## config.mk

```make
export PLATFORM = sky130hd
export DESIGN_NAME = tank_level_ctrl
export DESIGN_NICKNAME = d
export VERILOG_FILES = /design/src/rtl/tank_level_ctrl.sv
export SDC_FILE = /design/constraint.sdc
export NUM_CORES = 1
export LEC_CHECK = 0
export ABC_AREA = 1
export BUFFER_PORTS_ARGS = -buffer_cell sky130_fd_sc_hd__buf_2
export CORE_UTILIZATION = 30
export DETAILED_ROUTE_END_ITERATION = 12
export PLACE_DENSITY = 0.47
export REMOVE_ABC_BUFFERS = 1
export SYNTH_ARGS = -nofsm -noshare
export SYNTH_HDL_FRONTEND = slang
export SYNTH_SLANG_ARGS = --single-unit
export TNS_END_PERCENT = 5
```

## constraint.sdc

```tcl
create_clock -name clk -period 1.26 [get_ports clk]
set_input_delay 0.126 -clock clk [delete_from_list [all_inputs] [get_ports clk]]
set_output_delay 0.126 -clock clk [all_outputs]
set_load 0.02 [all_outputs]
```

## src/rtl/tank_level_ctrl.sv

```systemverilog
// Multi-channel tank fill controller: synchronised and debounced level sensors, latched errors (LVL_DEBOUNCE_EN selects the debounce stage).
// Latency: level change reaches pump DEB_CYC+4 edges later (4 without debounce), fault_in 3 edges. No backpressure.
// Outputs pump/err are decoded from per-channel state, err_code is registered; reset forces all pumps off asynchronously.
module tank_level_ctrl #(
    parameter int N_CH    = 2,
    parameter int LVL_W   = 3,
    parameter int DEB_CYC = 4,
    parameter int FILL_TO = 64
) (
    input  logic                    clk,
    input  logic                    reset,
    input  logic                    en,
    input  logic [N_CH*LVL_W-1:0]   lvl,
    input  logic [N_CH-1:0]         fault_in,
    input  logic [N_CH-1:0]         err_clr,
    output logic [N_CH-1:0]         pump,
    output logic [N_CH-1:0]         err,
    output logic [2*N_CH-1:0]       err_code
);
    localparam int TO_W  = $clog2(FILL_TO);
    localparam int DEB_W = $clog2(DEB_CYC + 1);

    typedef enum logic [1:0] {ST_IDLE, ST_FILL, ST_HOLD, ST_ERROR} state_t;

    if (N_CH < 1 || N_CH > 8 || LVL_W < 2 || LVL_W > 8 || DEB_CYC < 1 || FILL_TO < 2 || DEB_W < 1) begin : g_param_chk
        $error("tank_level_ctrl: parameter out of range");
    end

`ifdef LVL_DEBOUNCE_EN
    // Synchroniser output is only meaningful from edge 3; the first real sample seeds every candidate.
    logic [1:0] warm;
    logic       seeded;

    always_ff @(posedge clk or posedge reset) begin
        if (reset) begin
            warm   <= '0;
            seeded <= 1'b0;
        end else begin
            warm   <= {warm[0], 1'b1};
            seeded <= warm[1];
        end
    end
`endif

    for (genvar k = 0; k < N_CH; k++) begin : g_ch
        logic [LVL_W-1:0] lvl_s1, lvl_s2, lvl_q, lvl_inc;
        logic             fault_s1, fault_s2, lvl_vld, lvl_ok;
        state_t           state, state_nxt;
        logic [1:0]       code, code_nxt;
        logic [TO_W-1:0]  to_cnt, to_cnt_nxt;

        always_ff @(posedge clk or posedge reset) begin
            if (reset) begin
                lvl_s1   <= '0;
                lvl_s2   <= '0;
                fault_s1 <= 1'b0;
                fault_s2 <= 1'b0;
            end else begin
                lvl_s1   <= lvl[k*LVL_W +: LVL_W];
                lvl_s2   <= lvl_s1;
                fault_s1 <= fault_in[k];
                fault_s2 <= fault_s1;
            end
        end

`ifdef LVL_DEBOUNCE_EN
        logic [LVL_W-1:0] cand;
        logic [DEB_W-1:0] deb_cnt;

        always_ff @(posedge clk or posedge reset) begin
            if (reset) begin
                cand    <= '0;
                deb_cnt <= '0;
                lvl_q   <= '0;
                lvl_vld <= 1'b0;
            end else if (warm[1]) begin
                if (!seeded || lvl_s2 != cand) begin
                    cand    <= lvl_s2;
                    deb_cnt <= '0;
                end else if (deb_cnt == DEB_W'(DEB_CYC - 1)) begin
                    lvl_q   <= cand;
                    lvl_vld <= 1'b1;
                end else begin
                    deb_cnt <= deb_cnt + DEB_W'(1);
                end
            end
        end
`else
        always_ff @(posedge clk or posedge reset) begin
            if (reset) begin
                lvl_q   <= '0;
                lvl_vld <= 1'b0;
            end else begin
                lvl_q   <= lvl_s2;
                lvl_vld <= 1'b1;
            end
        end
`endif

        // Thermometer code: adding one only carries into the lowest zero, so no overlap remains.
        assign lvl_inc = lvl_q + LVL_W'(1);
        assign lvl_ok  = ((lvl_q & lvl_inc) == '0);

        always_comb begin
            state_nxt  = state;
            code_nxt   = code;
            to_cnt_nxt = to_cnt;
            if (state != ST_ERROR && fault_s2) begin
                state_nxt = ST_ERROR;
                code_nxt  = 2'b01;
            end else if (state != ST_ERROR && lvl_vld && !lvl_ok) begin
                state_nxt = ST_ERROR;
                code_nxt  = 2'b10;
            end else begin
                case (state)
                    ST_IDLE: begin
                        if (en && lvl_vld) begin
                            state_nxt  = lvl_q[0] ? ST_HOLD : ST_FILL;
                            to_cnt_nxt = '0;
                        end
                    end
                    ST_FILL: begin
                        if (!lvl_q[LVL_W-1] && to_cnt == TO_W'(FILL_TO - 1)) begin
                            state_nxt = ST_ERROR;
                            code_nxt  = 2'b11;
                        end else if (!en) begin
                            state_nxt = ST_IDLE;
                        end else if (lvl_q[LVL_W-1]) begin
                            state_nxt = ST_HOLD;
                        end else begin
                            to_cnt_nxt = to_cnt + TO_W'(1);
                        end
                    end
                    ST_HOLD: begin
                        if (!en) begin
                            state_nxt = ST_IDLE;
                        end else if (!lvl_q[0]) begin
                            state_nxt  = ST_FILL;
                            to_cnt_nxt = '0;
                        end
                    end
                    ST_ERROR: begin
                        if (err_clr[k] && !fault_s2 && lvl_ok) begin
                            state_nxt = ST_IDLE;
                            code_nxt  = 2'b00;
                        end
                    end
                    default: state_nxt = ST_IDLE;
                endcase
            end
        end

        always_ff @(posedge clk or posedge reset) begin
            if (reset) begin
                state  <= ST_IDLE;
                code   <= 2'b00;
                to_cnt <= '0;
            end else begin
                state  <= state_nxt;
                code   <= code_nxt;
                to_cnt <= to_cnt_nxt;
            end
        end

        assign pump[k]            = (state == ST_FILL);
        assign err[k]             = (state == ST_ERROR);
        assign err_code[2*k +: 2] = code;
    end
endmodule
```

## Yosys cells after proc, flatten, opt, wreduce, memory -nomap -nowiden

Index checks and enable logic that the tools add are counted.
Widths: inputs -> output; s select.

| storage, ports and cells | value |
|---|---|
| register bits after elaboration | 43 |
| input port bits | 13 |
| output and inout port bits | 8 |
| logic and storage cells | 135 |

| cells by class | value |
|---|---|
| $add $sub $neg | 4 |
| equal/unequal tests | 32 |
| mux-type cells | 43 |
| bitwise gates (word level) | 6 |
| reduce and logical (&&, ||, !) cells | 33 |

Operator list:

| operator | count |
|---|---|
| $mux 6 | 11 |
| $mux 2 | 26 |
| $pmux 6 s3 | 2 |
| $ne 2x2->1 const B | 14 |
| $reduce_and 9->1 | 2 |
| $ne 4x1->1 const B | 4 |
| $pmux 2 s4 | 2 |
| $logic_and 1x1->1 | 13 |
| $add 6x1->6 const B | 2 |
| $eq 6x6->1 const B | 2 |
| $ne 6x2->1 const B | 2 |
| $ne 5x5->1 const B | 2 |
| $eq 2x2->1 const B | 4 |
| $ne 4x4->1 const B | 2 |
| $pmux 2 s2 | 2 |
| $reduce_and 4->1 | 2 |
| $reduce_bool 4->1 | 2 |
| $add 3x1->3 const B | 2 |
| $and 3x3->3 | 2 |
| $logic_not 1->1 | 6 |
| $logic_not 3->1 | 2 |
| $reduce_and 3->1 | 2 |
| $reduce_bool 3->1 | 2 |
| $eq 2x1->1 const B | 2 |
| other kinds (2) | 6 |

## Longest topological paths before layout

| depth | value |
|---|---|
| depth in word-level cells | 8 |
| mapped depth | 10 |
| gate-level depth less buffers | 9 |

## Least setup slack after synthesis

No wires, ideal clock.

| timing path | value |
|---|---|
| path kind | register to register |
| from | reg g_ch[0].to_cnt[0] |
| to | reg g_ch[0].to_cnt[3] |
| library setup time | 0.074 ns |
| arrival | 1.254 ns |
| data required time | 1.186 ns |
| path slack | -0.068 ns |
| cell stages (with the launch flop) | 9 |
| period minus slack after synthesis | 1.328 ns |
| path through | dfrtp_1 > ha_1 > nand3_1 > nor2_2 > nand3_4 > nand3_4 > buf_6 > nand2_2 > o21ai_2 |

| between the ends | value |
|---|---|
| longest elaborated chain between the ends | 5 |
| elaborated cells on any way between the ends | 9 |
| those cells by class | 1 x add/sub; 2 x eq/ne; 4 x mux; 2 x reduce/logical |

RTL lines:

| element | line | text |
|---|---|---|
| start, declared | 50 | `logic [TO_W-1:0] to_cnt, to_cnt_nxt;` |
| start signal, assigned | 161 | `to_cnt <= to_cnt_nxt;` |
| $add 6x1->6 | 131 | `to_cnt_nxt = to_cnt + TO_W'(1);` |
| $mux 6 | 128 | `end else if (lvl_q[LVL_W-1]) begin` |
| $mux 6 | 126 | `end else if (!en) begin` |
| $mux 6 | 123 | `if (!lvl_q[LVL_W-1] && to_cnt == TO_W'(FILL_TO - 1)) begin` |
| $pmux 6 s3 | 115 | `case (state)` |

Parallel ways exist; a longest one is shown, timed or not. The select of a mux whose other input is x is not followed.
A chain may end at the register's enable or synchronous reset.

## Final worst setup path

| timing path | value |
|---|---|
| from | reg g_ch[1].state[0] |
| to | out err[1] |

| between the ends | value |
|---|---|
| longest elaborated chain between the ends | 1 |

RTL lines:

| element | line | text |
|---|---|---|
| start, declared | 48 | `state_t state, state_nxt;` |
| start signal, assigned | 159 | `state <= state_nxt;` |
| $eq 2x2->1 | 166 | `assign err[k] = (state == ST_ERROR);` |
| end, declared | 17 | `output logic [N_CH-1:0] err,` |

Every way passes these cells.

==> results.txt <==
The run finished, with violations left. The checks that failed: negative setup slack. Max-cap violations in this run came to 0. At the later pin of the worst-skew pair, clock insertion delay measures 300 ps. For this block, the via count after detailed routing is 1884. The cell at the slowest stage of the critical path was sky130_fd_sc_hd__dfrtp_2. After synthesis, the netlist uses 27 different library cells. Based on the critical path, the design can be clocked at up to 0.722 GHz.

Dividing the detail-routed wire length by the instance count gives 11.2 um. In the layout the commonest cells are 69 x sky130_fd_sc_hd__nand2_1, 40 x sky130_fd_sc_hd__buf_4, 39 x sky130_fd_sc_hd__dfrtp_1, 20 x sky130_fd_sc_hd__inv_1, 17 x sky130_fd_sc_hd__buf_2. The total global-route track usage is 0.142, and the total congestion overflow is 0.

The logs give 0 for the final number of max-transition violations and 24 for the number of setup violations in the final report. The initial antenna violation count was 0. The commonest non-fill, non-tap cell in the layout is sky130_fd_sc_hd__nand2_1. The signal on the critical path passes through nand2_4, inv_1, buf_4, buf_2. In this run the static leakage power is 1.54 nW. For this run, the detailed router's first-pass iteration total came to 4.

Once placement completed, the tool counted placed cells totaling 406. No sink is reached through more buffers than the 2 on the longest clock path. The number of global-route vias before repair came out at 1789. Yosys attributes the largest share of cell area to sky130_fd_sc_hd__dfrtp_1 49%, sky130_fd_sc_hd__nand2_1 13%, sky130_fd_sc_hd__nand3_1 5.4%. The worst setup margin was -125 ps; the number of buffers and inverters on the critical path was 3. Clock tree synthesis inserted a total of 5 buffers. Yosys printed 0 warnings.

The path type of the worst min-delay path was in -> reg. Routability-driven placement finished with a final weighted congestion of 0.797. The clock-pin slew on the worst setup and hold paths is 90 ps. The fraction of final layout cells with drive strength greater than 1 works out to 0.446. In this run, the number of DRC markers left after iteration 0 of detailed routing was 65.

The tools report the endpoint of the most critical register-to-register path as g_ch[1].state[0]. The final number of hold-violating endpoints is 0, and the worst clock skew is 8.69 ps. The tools report the initial core utilization as 0.318.

The area of the placeable core was 6940 um^2; the number of nets at the end of the flow was 350. After floorplanning, the core was divided into 30 placement rows. The chip height is 87.8 um. The kind of cell adding the most delay to the critical path was flip-flops. Along the worst path, the maximum fanout reaches 4.

The synthesized design spends more area on one cell type than any other, namely sky130_fd_sc_hd__dfrtp_1. The HPWL reported at the end of detailed placement was 3260 um. Setup repair after global routing could not meet its margin everywhere.

The total standard cell area after synthesis is 2210 um^2. TritonCTS built the clock tree. Relative to the synthesized area, the layout overhead comes to 44.6%. During placement, the flow inserted port buffers numbering 20.

The number of antenna diodes in the final layout is 0. At the worst endpoint, the required time is 1130 ps. For this design the ratio of total power to cell area is 1940 nW/um^2. The worst hold path depth is 6, and the wire length of the first global-routing pass is 8410 um. After technology mapping, the gate count stands at 255. The share of the clock period used by the worst path after layout was 1.10.

IR analysis of the VDD net gives a maximum drop of 0.000713 V. The tools report the minimum hold slack as 296 ps. The routed design has 4850 um of wire. The worst setup path is launched from a flip-flop.

The number of cells on the worst reg-to-reg path is 8. Critical path data arrival time: 1260 ps. The portion of the post-synthesis area used by sequential elements was 0.488. The number of placed I/O pins came out at 21.

The root buffer cell chosen for the clock tree is sky130_fd_sc_hd__clkbuf_8. The critical hold path startpoint is err_clr[0]. Once detail routing completed, the nets flagged for antenna violations numbered 0. The tools report the register-to-register path setup slack as -120 ps.

STA classifies the critical path endpoint as a primary output. The post-synthesis area per instance is 8.65 um^2. The H-tree depth reported by CTS is 2. The die covers 7700 um^2.

The synthesized flop and latch total was 43. The critical path class was reg -> out. Launching point of the worst reg2reg path: g_ch[1].to_cnt[1]. For hold timing, the worst endpoint is g_ch[0].code[1]. The horizontal die dimension came out at 87.8 um. The remaining design rule violation count was 0; the portion of synthesized cell area occupied by the leading cell type was 0.488. The non-filler instance count after layout is 432, and the maximum cell stage delay along the critical path is 470 ps.

The smallest clock period supported by the final layout is computed as 1380 ps. The run gives 44 as the largest net degree at the start of global routing. The tree built by TritonCTS fans out to 43 sinks. The vias per cell works out to 4.36.
## worst max-delay path by stage
stage / end / cells after the start / start
after floorplan: g_ch[0].to_cnt[2] / 7 / g_ch[0].state[1]
final: err[1] / 4 / g_ch[1].state[0]
after CTS: pump[1] / 4 / g_ch[1].state[1]
after global routing: g_ch[1].state[1] / 8 / g_ch[1].to_cnt[1]
after detailed placement: g_ch[0].code[0] / 8 / g_ch[0].to_cnt[0]
after global placement: g_ch[0].code[1] / 8 / g_ch[0].to_cnt[0]
## worst min-delay path, cell delays in order
cell,delay [ps]
sky130_fd_sc_hd__buf_2,90
sky130_fd_sc_hd__nand2_1,60
sky130_fd_sc_hd__o21ai_1,110
sky130_fd_sc_hd__nand3_2,90
sky130_fd_sc_hd__nand2_1,50
sky130_fd_sc_hd__nand2_1,40
## where the power goes
| group | total, mW | internal (mW) | leakage, nW | switching (mW) |
|---|---|---|---|---|
| Combinational | 3.23 | 1.43 | 0.954 | 1.80 |
| Sequential | 1.84 | 1.61 | 0.523 | 0.228 |
| Clock | 1.12 | 0.601 | 0.0587 | 0.519 |
| Total | 6.19 | 3.64 | 1.54 | 2.55 |
## synthesized netlist by cell type
| library cell | n |
|---|---|
| sky130_fd_sc_hd__nand2_4 | 2 |
| sky130_fd_sc_hd__nor2_2 | 4 |
| sky130_fd_sc_hd__inv_1 | 21 |
| sky130_fd_sc_hd__ha_1 | 2 |
| sky130_fd_sc_hd__o21ai_2 | 6 |
| sky130_fd_sc_hd__nand2_2 | 9 |
| sky130_fd_sc_hd__nand3_2 | 3 |
| sky130_fd_sc_hd__dfrtp_1 | 43 |
| sky130_fd_sc_hd__nand2_1 | 76 |
| sky130_fd_sc_hd__nand3_1 | 24 |
| sky130_fd_sc_hd__nand4_1 | 8 |
| sky130_fd_sc_hd__buf_6 | 3 |
| sky130_fd_sc_hd__nor2_1 | 14 |
| sky130_fd_sc_hd__inv_2 | 6 |
| sky130_fd_sc_hd__nor2_8 | 3 |
| sky130_fd_sc_hd__a21oi_1 | 2 |
| sky130_fd_sc_hd__conb_1 | 1 |
| sky130_fd_sc_hd__o21ai_1 | 5 |
| sky130_fd_sc_hd__or2_1 | 1 |
| sky130_fd_sc_hd__nand3b_1 | 3 |
| sky130_fd_sc_hd__nor2_4 | 3 |
| sky130_fd_sc_hd__xor2_1 | 1 |
| sky130_fd_sc_hd__or2_2 | 2 |
| sky130_fd_sc_hd__o21ai_0 | 9 |
| sky130_fd_sc_hd__buf_4 | 1 |
| sky130_fd_sc_hd__nand3_4 | 2 |
| sky130_fd_sc_hd__nor3_1 | 1 |
## timing repair
action / in CTS / in global routing
resized for setup: 42 / 23
setup endpoints to repair: 24 / 24
buffers inserted: 5 / 2
hold endpoints to repair: 51 / 0
pin swaps: 13 / 12
hold buffers: 9 / 0
gates cloned: 2 / 0
## registers in the layout, indices dropped and copies added, names as in the netlist
register	cells
g_ch.to_cnt	12
g_ch.lvl_q	6
g_ch.lvl_s1	6
g_ch.lvl_s2	6
g_ch.code	4
g_ch.state	4
g_ch.fault_s1	2
g_ch.fault_s2	2
g_ch.lvl_vld	1
## area by class of cell
cell class | instances | area [um^2]
clock buffer | 5 | 68.8
clock inverter | 3 | 47.5
fill | 687 | 3750
inverter | 27 | 106
multi-input combinational | 183 | 1180
sequential | 43 | 1080
tap | 96 | 120
timing repair buffer | 75 | 586
## metrics by stage
step                setup TNS [ps]  instance area [um^2]  utilization  power [mW]  setup WS [ps]
floorplan                    -1490                  2160            -        3.44           -118
global placement             -2690                  2690        0.387        4.40           -164
detailed placement           -2710                  2690        0.387        4.41           -190
CTS                          -2150                  3090        0.445        6.08           -117
global route                 -3920                  3190        0.459        6.65           -218
finish                       -2190                  3190        0.459        6.19           -125
## per-layer routing
metal | share of wire | global-route usage
met1 | 0.53 | 0.206
met5 | 0 | 0
met4 | 0.012 | 0.0492
met3 | 0.022 | 0.0254
met2 | 0.43 | 0.213
## cells by family (layout without fill, tap and decap cells)
group                      count (synthesis)  count (layout)  synth area share
adders and majority gates                  2               2            0.0113
and+or+nand+nor                          155             157             0.370
AOI/OAI and AO/OA                         22              22            0.0601
DFF                                       43              43             0.488
other                                      1               1           0.00170
xor gates and xnor gates                   1               1           0.00397
buffers and inverters                     31             110            0.0647
(Power assumes the default switching activity.)
